`config.mk`:
```
export PLATFORM = sky130hd
export DESIGN_NAME = mem_stream_reader
export DESIGN_NICKNAME = d
export VERILOG_FILES = /design/src/rtl/mem_stream_reader.sv
export SDC_FILE = /design/constraint.sdc
export NUM_CORES = 1
export LEC_CHECK = 0
export CELL_PAD_IN_SITES_DETAIL_PLACEMENT = 1
export CELL_PAD_IN_SITES_GLOBAL_PLACEMENT = 1
export CORE_MARGIN = 5
export CORE_UTILIZATION = 41
export DETAILED_ROUTE_END_ITERATION = 7
export PLACE_DENSITY_LB_ADDON = 0.1
export SETUP_SLACK_MARGIN = 0.15
export SYNTH_ARGS = -nofsm -noshare
export SYNTH_HDL_FRONTEND = slang
export SYNTH_SLANG_ARGS = --single-unit
```
`constraint.sdc`:
```
create_clock -name clk -period 3.6 [get_ports clk]
set_clock_uncertainty 0.15 [all_clocks]
set_input_delay 0.72 -clock clk [delete_from_list [all_inputs] [get_ports clk]]
set_output_delay 0.72 -clock clk [all_outputs]
set_load 0.05 [all_outputs]
```
`src/rtl/mem_stream_reader.sv`:
```
// Sequential-read initiator for a 1-cycle-latency synchronous RAM; emits a valid/ready stream.
// Optional running XOR checksum output is enabled by defining MEM_READER_XSUM_EN.
module mem_stream_reader #(
  parameter int ADDR_WIDTH = 8,
  parameter int DATA_WIDTH = 4,
  parameter int LEN_WIDTH  = ADDR_WIDTH + 1
) (
  input  logic                  clk,
  input  logic                  rst,
  input  logic                  cmd_valid,
  output logic                  cmd_ready,
  input  logic [ADDR_WIDTH-1:0] cmd_addr,
  input  logic [LEN_WIDTH-1:0]  cmd_len,
  output logic [ADDR_WIDTH-1:0] mem_raddr,
  input  logic [DATA_WIDTH-1:0] mem_rdata,
  output logic                  out_valid,
  input  logic                  out_ready,
  output logic [DATA_WIDTH-1:0] out_data,
  output logic                  out_last,
  output logic                  busy,
  output logic                  done
`ifdef MEM_READER_XSUM_EN
  ,output logic [DATA_WIDTH-1:0] xsum
`endif
);

  typedef enum logic [1:0] {S_IDLE, S_READ, S_DRAIN} state_t;

  state_t                state_q, state_d;
  logic [ADDR_WIDTH-1:0] rd_ptr_q, rd_ptr_d;
  logic [LEN_WIDTH-1:0]  remaining_q, remaining_d;
  logic [LEN_WIDTH-1:0]  beats_left_q, beats_left_d;
  logic                  inflight_q, inflight_d;
  logic [DATA_WIDTH-1:0] buf0_q, buf0_d, buf1_q, buf1_d;
  logic [1:0]            count_q, count_d;
  logic                  done_q, done_d;

  logic       accept, issue, push, pop, credit_ok;
  logic [2:0] occupancy;

  assign cmd_ready = (state_q == S_IDLE);
  assign busy      = (state_q != S_IDLE);
  assign accept    = cmd_valid && cmd_ready;
  assign mem_raddr = rd_ptr_q;
  assign out_valid = (count_q != 2'd0);
  assign out_data  = buf0_q;
  assign out_last  = out_valid && (beats_left_q == LEN_WIDTH'(1));
  assign done      = done_q;
  assign push      = inflight_q;
  assign pop       = out_valid && out_ready;

  // A pop frees a slot on the same edge, so only net occupancy after the pop matters.
  assign occupancy = {1'b0, count_q} + {2'b00, inflight_q};
  assign credit_ok = (occupancy - {2'b00, pop}) <= 3'd1;
  assign issue     = (state_q == S_READ) && (remaining_q != '0) && credit_ok;

  always_comb begin
    state_d      = state_q;
    rd_ptr_d     = rd_ptr_q;
    remaining_d  = remaining_q;
    beats_left_d = beats_left_q;
    inflight_d   = issue;
    done_d       = 1'b0;
    buf0_d       = buf0_q;
    buf1_d       = buf1_q;
    count_d      = count_q;

    if (pop) beats_left_d = beats_left_q - LEN_WIDTH'(1);

    case (state_q)
      S_IDLE: begin
        if (accept) begin
          rd_ptr_d     = cmd_addr;
          remaining_d  = cmd_len;
          beats_left_d = cmd_len;
          state_d      = (cmd_len == '0) ? S_DRAIN : S_READ;
        end
      end
      S_READ: begin
        if (issue) begin
          rd_ptr_d    = rd_ptr_q + ADDR_WIDTH'(1);
          remaining_d = remaining_q - LEN_WIDTH'(1);
          if (remaining_q == LEN_WIDTH'(1)) state_d = S_DRAIN;
        end
      end
      S_DRAIN: begin
        if (beats_left_q == '0) begin
          state_d = S_IDLE;
          done_d  = 1'b1;
        end
      end
      default: state_d = S_IDLE;
    endcase

    // Two-entry FIFO with buf0 as head; simultaneous push/pop keeps order.
    if (push && pop) begin
      if (count_q == 2'd1) begin
        buf0_d = mem_rdata;
      end else begin
        buf0_d = buf1_q;
        buf1_d = mem_rdata;
      end
    end else if (pop) begin
      buf0_d  = buf1_q;
      count_d = count_q - 2'd1;
    end else if (push) begin
      if (count_q == 2'd0) buf0_d = mem_rdata;
      else                 buf1_d = mem_rdata;
      count_d = count_q + 2'd1;
    end
  end

  always_ff @(posedge clk or posedge rst) begin
    if (rst) begin
      state_q      <= S_IDLE;
      rd_ptr_q     <= '0;
      remaining_q  <= '0;
      beats_left_q <= '0;
      inflight_q   <= 1'b0;
      buf0_q       <= '0;
      buf1_q       <= '0;
      count_q      <= 2'd0;
      done_q       <= 1'b0;
    end else begin
      state_q      <= state_d;
      rd_ptr_q     <= rd_ptr_d;
      remaining_q  <= remaining_d;
      beats_left_q <= beats_left_d;
      inflight_q   <= inflight_d;
      buf0_q       <= buf0_d;
      buf1_q       <= buf1_d;
      count_q      <= count_d;
      done_q       <= done_d;
    end
  end

`ifdef MEM_READER_XSUM_EN
  logic [DATA_WIDTH-1:0] xsum_q, xsum_d;

  always_comb begin
    xsum_d = xsum_q;
    if (accept)   xsum_d = '0;
    else if (pop) xsum_d = xsum_q ^ buf0_q;
  end

  always_ff @(posedge clk or posedge rst) begin
    if (rst) xsum_q <= '0;
    else     xsum_q <= xsum_d;
  end

  assign xsum = xsum_q;
`endif

endmodule

```
==> summary.txt <==
Run status
  – Result of the run: complete, no violations

Routing
  – Via Count: 2121
  – Count of nets left with antenna violations after detail routing: 0
  – Initial DRT Pass Iterations: 4
  – Starting DRC count in detailed routing: 93
  – Average via count per standard cell: 5.641
  – Total wire length after detailed routing: 6.800 mm
  – Count of unresolved DRC violations after routing: 0
  – Routed WL per cell: 18.09 um

Timing
  – RSZ-0062 raised after global routing: no
  – Final critical-path share of the clock period: 91.30%
  – Relative max-transition margin: 48.52%
  – Minimum clock period after layout: 3.287 ns
  – Hold Fails Final Rpt: 0
  – Final max-slew violation count: 0
  – Highest clock frequency the design can meet: 304.2 MHz
  – Setup TNS: 0 ns
  – Setup-failing EPs final: 0
  – Worst Tran Pin Value: 0.7722 ns

Global route
  – Wire length of the first global-routing pass: 11.31 mm
  – Largest net degree at the start of global routing: 41
  – Via count of the first global-routing pass: 2256
  – Antenna violations before repair: 0
  – Gr ovfl total: 0
  – Total routing resource utilization after global routing: 19.00%

Synth
  – Flop and latch count out of synthesis: 40
  – Yosys cell types: 57
  – Adder-Cell Fraction of Synth Area: 5.392%
  – Net Count, Synth: 293
  – Proportion of register bits with asynchronous set or reset after synthesis: 100.0%
  – Number of cells produced by synthesis: 258
  – Post-synthesis share of cell area spent on and, or, nand and nor gates: 17.90%
  – Number of synthesis warnings: 0
  – Commonest register cell after synthesis: sky130_fd_sc_hd__dfrtp_1
  – Mean Syn Cell Area: 9.534 um2
  – Proportion of synthesized chip area in sequential cells: 40.69%
  – Xor-xnor portion of the synthesized cell area: 3.561%
  – Share of synthesized area spent on multiplexers: 2.238%
  – Summed instance area of the synthesized netlist: 0.002460 mm2
  – Largest family of logic cells by synthesized area: compound AO/OA/AOI/OAI gates
  – Compound-Gate Fraction of Synth Area: 23.86%
  – EDFF count, synth: 0

Clocking
  – Number of buffers inserted to repair setup after CTS: 0
  – Count of hold-fix buffers inserted at cts: 0
  – CTS Root Buffer Type: sky130_fd_sc_hd__clkbuf_8
  – Worst-Skew Late Latency: 0.30 ns
  – TritonCTS clock tree: done
  – Total clock sinks: 40
  – Clk buf depth: 2
  – Total CTS buffers: 5
  – Clock transition at the registers of the reported paths: 0.08 ns
  – CTS H-tree lvls: 2

Cells and area
  – Number of antenna cells inserted: 0
  – Most common cell after layout, fill and taps aside: sky130_fd_sc_hd__clkdlybuf4s50_1
  – Fraction of final layout cells sized beyond drive strength 1: 11.96%
  – Net count, final: 336
  – Most frequent cells in the layout: sky130_fd_sc_hd__clkdlybuf4s50_1 (41), sky130_fd_sc_hd__dfrtp_1 (39), sky130_fd_sc_hd__nor2_1 (20)
  – Area growth syn-to-layout: 24.21%
  – Layout Utilization: 51.91%
  – Fill cell total of the finished layout: 679

Run
  – Number of max-cap violations: 0

Pwr
  – Final total power: 2.709 mW
  – Peak supply drop: 0.4771 mV
  – Leakage component of the power: 1.237 nW
  – Pwr Density: 886.7 mW/mm2

Min path
  – Hold WC Path Type: register to register
  – Number of cells on the worst hold path: 1

Floorplan
  – DIE WIDTH: 87.46 um
  – Number of top-level design ports: 42
  – Starting density of the core: 41.79%
  – Core footprint: 0.005886 mm2
  – Full die area: 0.007648 mm2
  – Std cell rows: 28
  – Die boundary height: 87.46 um

Placed design
  – Global placement routability congestion: 0.7813
  – IO buf count: 41
  – Half-perimeter wire length after detailed placement: 4.891 mm

Worst setup path
  – Crit path capture type: register
  – Crit-path max FO: 11
  – Required arrival time at the worst endpoint: 3.64 ns
  – Number of cells on the worst reg-to-reg path: 12
  – Arrival time of data at the critical path endpoint: 3.32 ns
  – Nature of the critical path startpoint: primary input
  – Type of the worst setup path: primary input to register
state kept, by name, indices dropped and copies added (netlist names):
name,flops
beats_left_q,9
buf1_q,4
count_q,2
done,1
inflight_q,1
mem_raddr,8
out_data,4
remaining_q,9
state_q,2
through the flow:
step | setup slack (ns) | std cells | hold slack, ns | instance area (um2)
floorplan | 0.4055 | 258 | 0.3086 | 2460
global placement | 0.0002962 | 369 | 0.3464 | 2932
detailed placement | -0.05501 | 369 | 0.3460 | 2932
CTS | 0.2453 | 376 | 0.3660 | 3009
global route | 0.1284 | 376 | 0.3790 | 3055
finish | 0.3130 | 376 | 0.3652 | 3055
power breakdown:
part / total [mW] / switching, mW / internal [mW]
Combinational: 1.56 / 0.898 / 0.666
Clock: 0.296 / 0.164 / 0.132
Sequential: 0.850 / 0.210 / 0.640
logic make-up (layout without fill, tap and decap cells):
family          count (synthesis)  in the layout
xor+xnor                       10             10
flops                          40             40
simple gates                   85             85
fa+ha+maj                      10             10
compound gates                 77             77
mux                             5              5
buf+inv                        31             74
per-layer routing:
metal  vias up  track usage, %  share of wire (%)
li1       1024               -                  -
met1      1054           26.27                 49
met2        35           30.00                 47
met3         8           3.217                3.2
met4         0           6.416                1.4
met5         -               0                  0
cell usage after synthesis, types with 2 or more instances:
cell type                   count  area share, %
sky130_fd_sc_hd__nor4_1         4            1.0
sky130_fd_sc_hd__nor2b_1        3           0.76
sky130_fd_sc_hd__and3_1         4            1.0
sky130_fd_sc_hd__a22oi_1        2           0.61
sky130_fd_sc_hd__clkbuf_1       6           0.92
sky130_fd_sc_hd__nand4_1        4            1.0
sky130_fd_sc_hd__o22a_1         3            1.1
sky130_fd_sc_hd__nand2_1       18            2.7
sky130_fd_sc_hd__inv_1         18            2.7
sky130_fd_sc_hd__a2bb2oi_1      2           0.71
sky130_fd_sc_hd__o221ai_1       2           0.71
sky130_fd_sc_hd__a31oi_1        4            1.0
sky130_fd_sc_hd__o211ai_1       3           0.92
sky130_fd_sc_hd__a21oi_1       17            3.5
sky130_fd_sc_hd__mux2_2         4            1.8
sky130_fd_sc_hd__xor2_1         6            2.1
sky130_fd_sc_hd__nand3_1       14            2.8
sky130_fd_sc_hd__ha_1           9            4.6
sky130_fd_sc_hd__o21ai_0       19            3.9
sky130_fd_sc_hd__nor3_1         5            1.0
sky130_fd_sc_hd__xnor2_1        4            1.4
sky130_fd_sc_hd__o22ai_1        6            1.5
sky130_fd_sc_hd__and2_1         2           0.51
sky130_fd_sc_hd__o2bb2a_4       6            4.9
sky130_fd_sc_hd__a31o_2         2           0.71
sky130_fd_sc_hd__o2bb2ai_1      2           0.71
sky130_fd_sc_hd__dfrtp_1       40             41
sky130_fd_sc_hd__nor2_1        20            3.1
cell type report:
class / count / area [um2] / area share, %
Multi-Input combinational cell: 187 / 1344 / 43.98
Sequential cell: 40 / 1002 / 32.80
Timing Repair Buffer: 48 / 466.7 / 15.27
Tap cell: 75 / 93.84 / 3.071
Clock buffer: 6 / 72.57 / 2.375
Inverter: 19 / 71.32 / 2.334
Clock inverter: 1 / 5.005 / 0.1638
path summary, 6_finish.rpt:
path	start	to	slack [ns]
worst max-delay path	out_ready	remaining_q[4]	0.31
worst min-delay path	buf1_q[1]	buf1_q[1]	0.37
worst max register to register	count_q[1]	remaining_q[4]	0.45
worst min register to register	buf1_q[1]	buf1_q[1]	0.37
max in group asynchronous	rst	count_q[1]	2.17
min in group asynchronous	rst	mem_raddr[3]	0.72
what timing repair did:
action,CTS,global route
endpoints found under the setup margin,0,13
hold endpoints to repair,0,0
resized for setup,0,7
critical path, stage by stage:
cell and delay [ns]:
sky130_fd_sc_hd__clkdlybuf4s50_1 0.47, sky130_fd_sc_hd__nor2b_1 0.19, sky130_fd_sc_hd__clkinv_1 0.12, sky130_fd_sc_hd__ha_1 0.28, sky130_fd_sc_hd__ha_1 0.14, sky130_fd_sc_hd__inv_1 0.06, sky130_fd_sc_hd__fa_1 0.41, sky130_fd_sc_hd__xnor2_2 0.23
sky130_fd_sc_hd__o2111ai_4 0.19, sky130_fd_sc_hd__buf_6 0.20, sky130_fd_sc_hd__a311o_1 0.30
No activity file was read; power rests on OpenSTA's default activity.
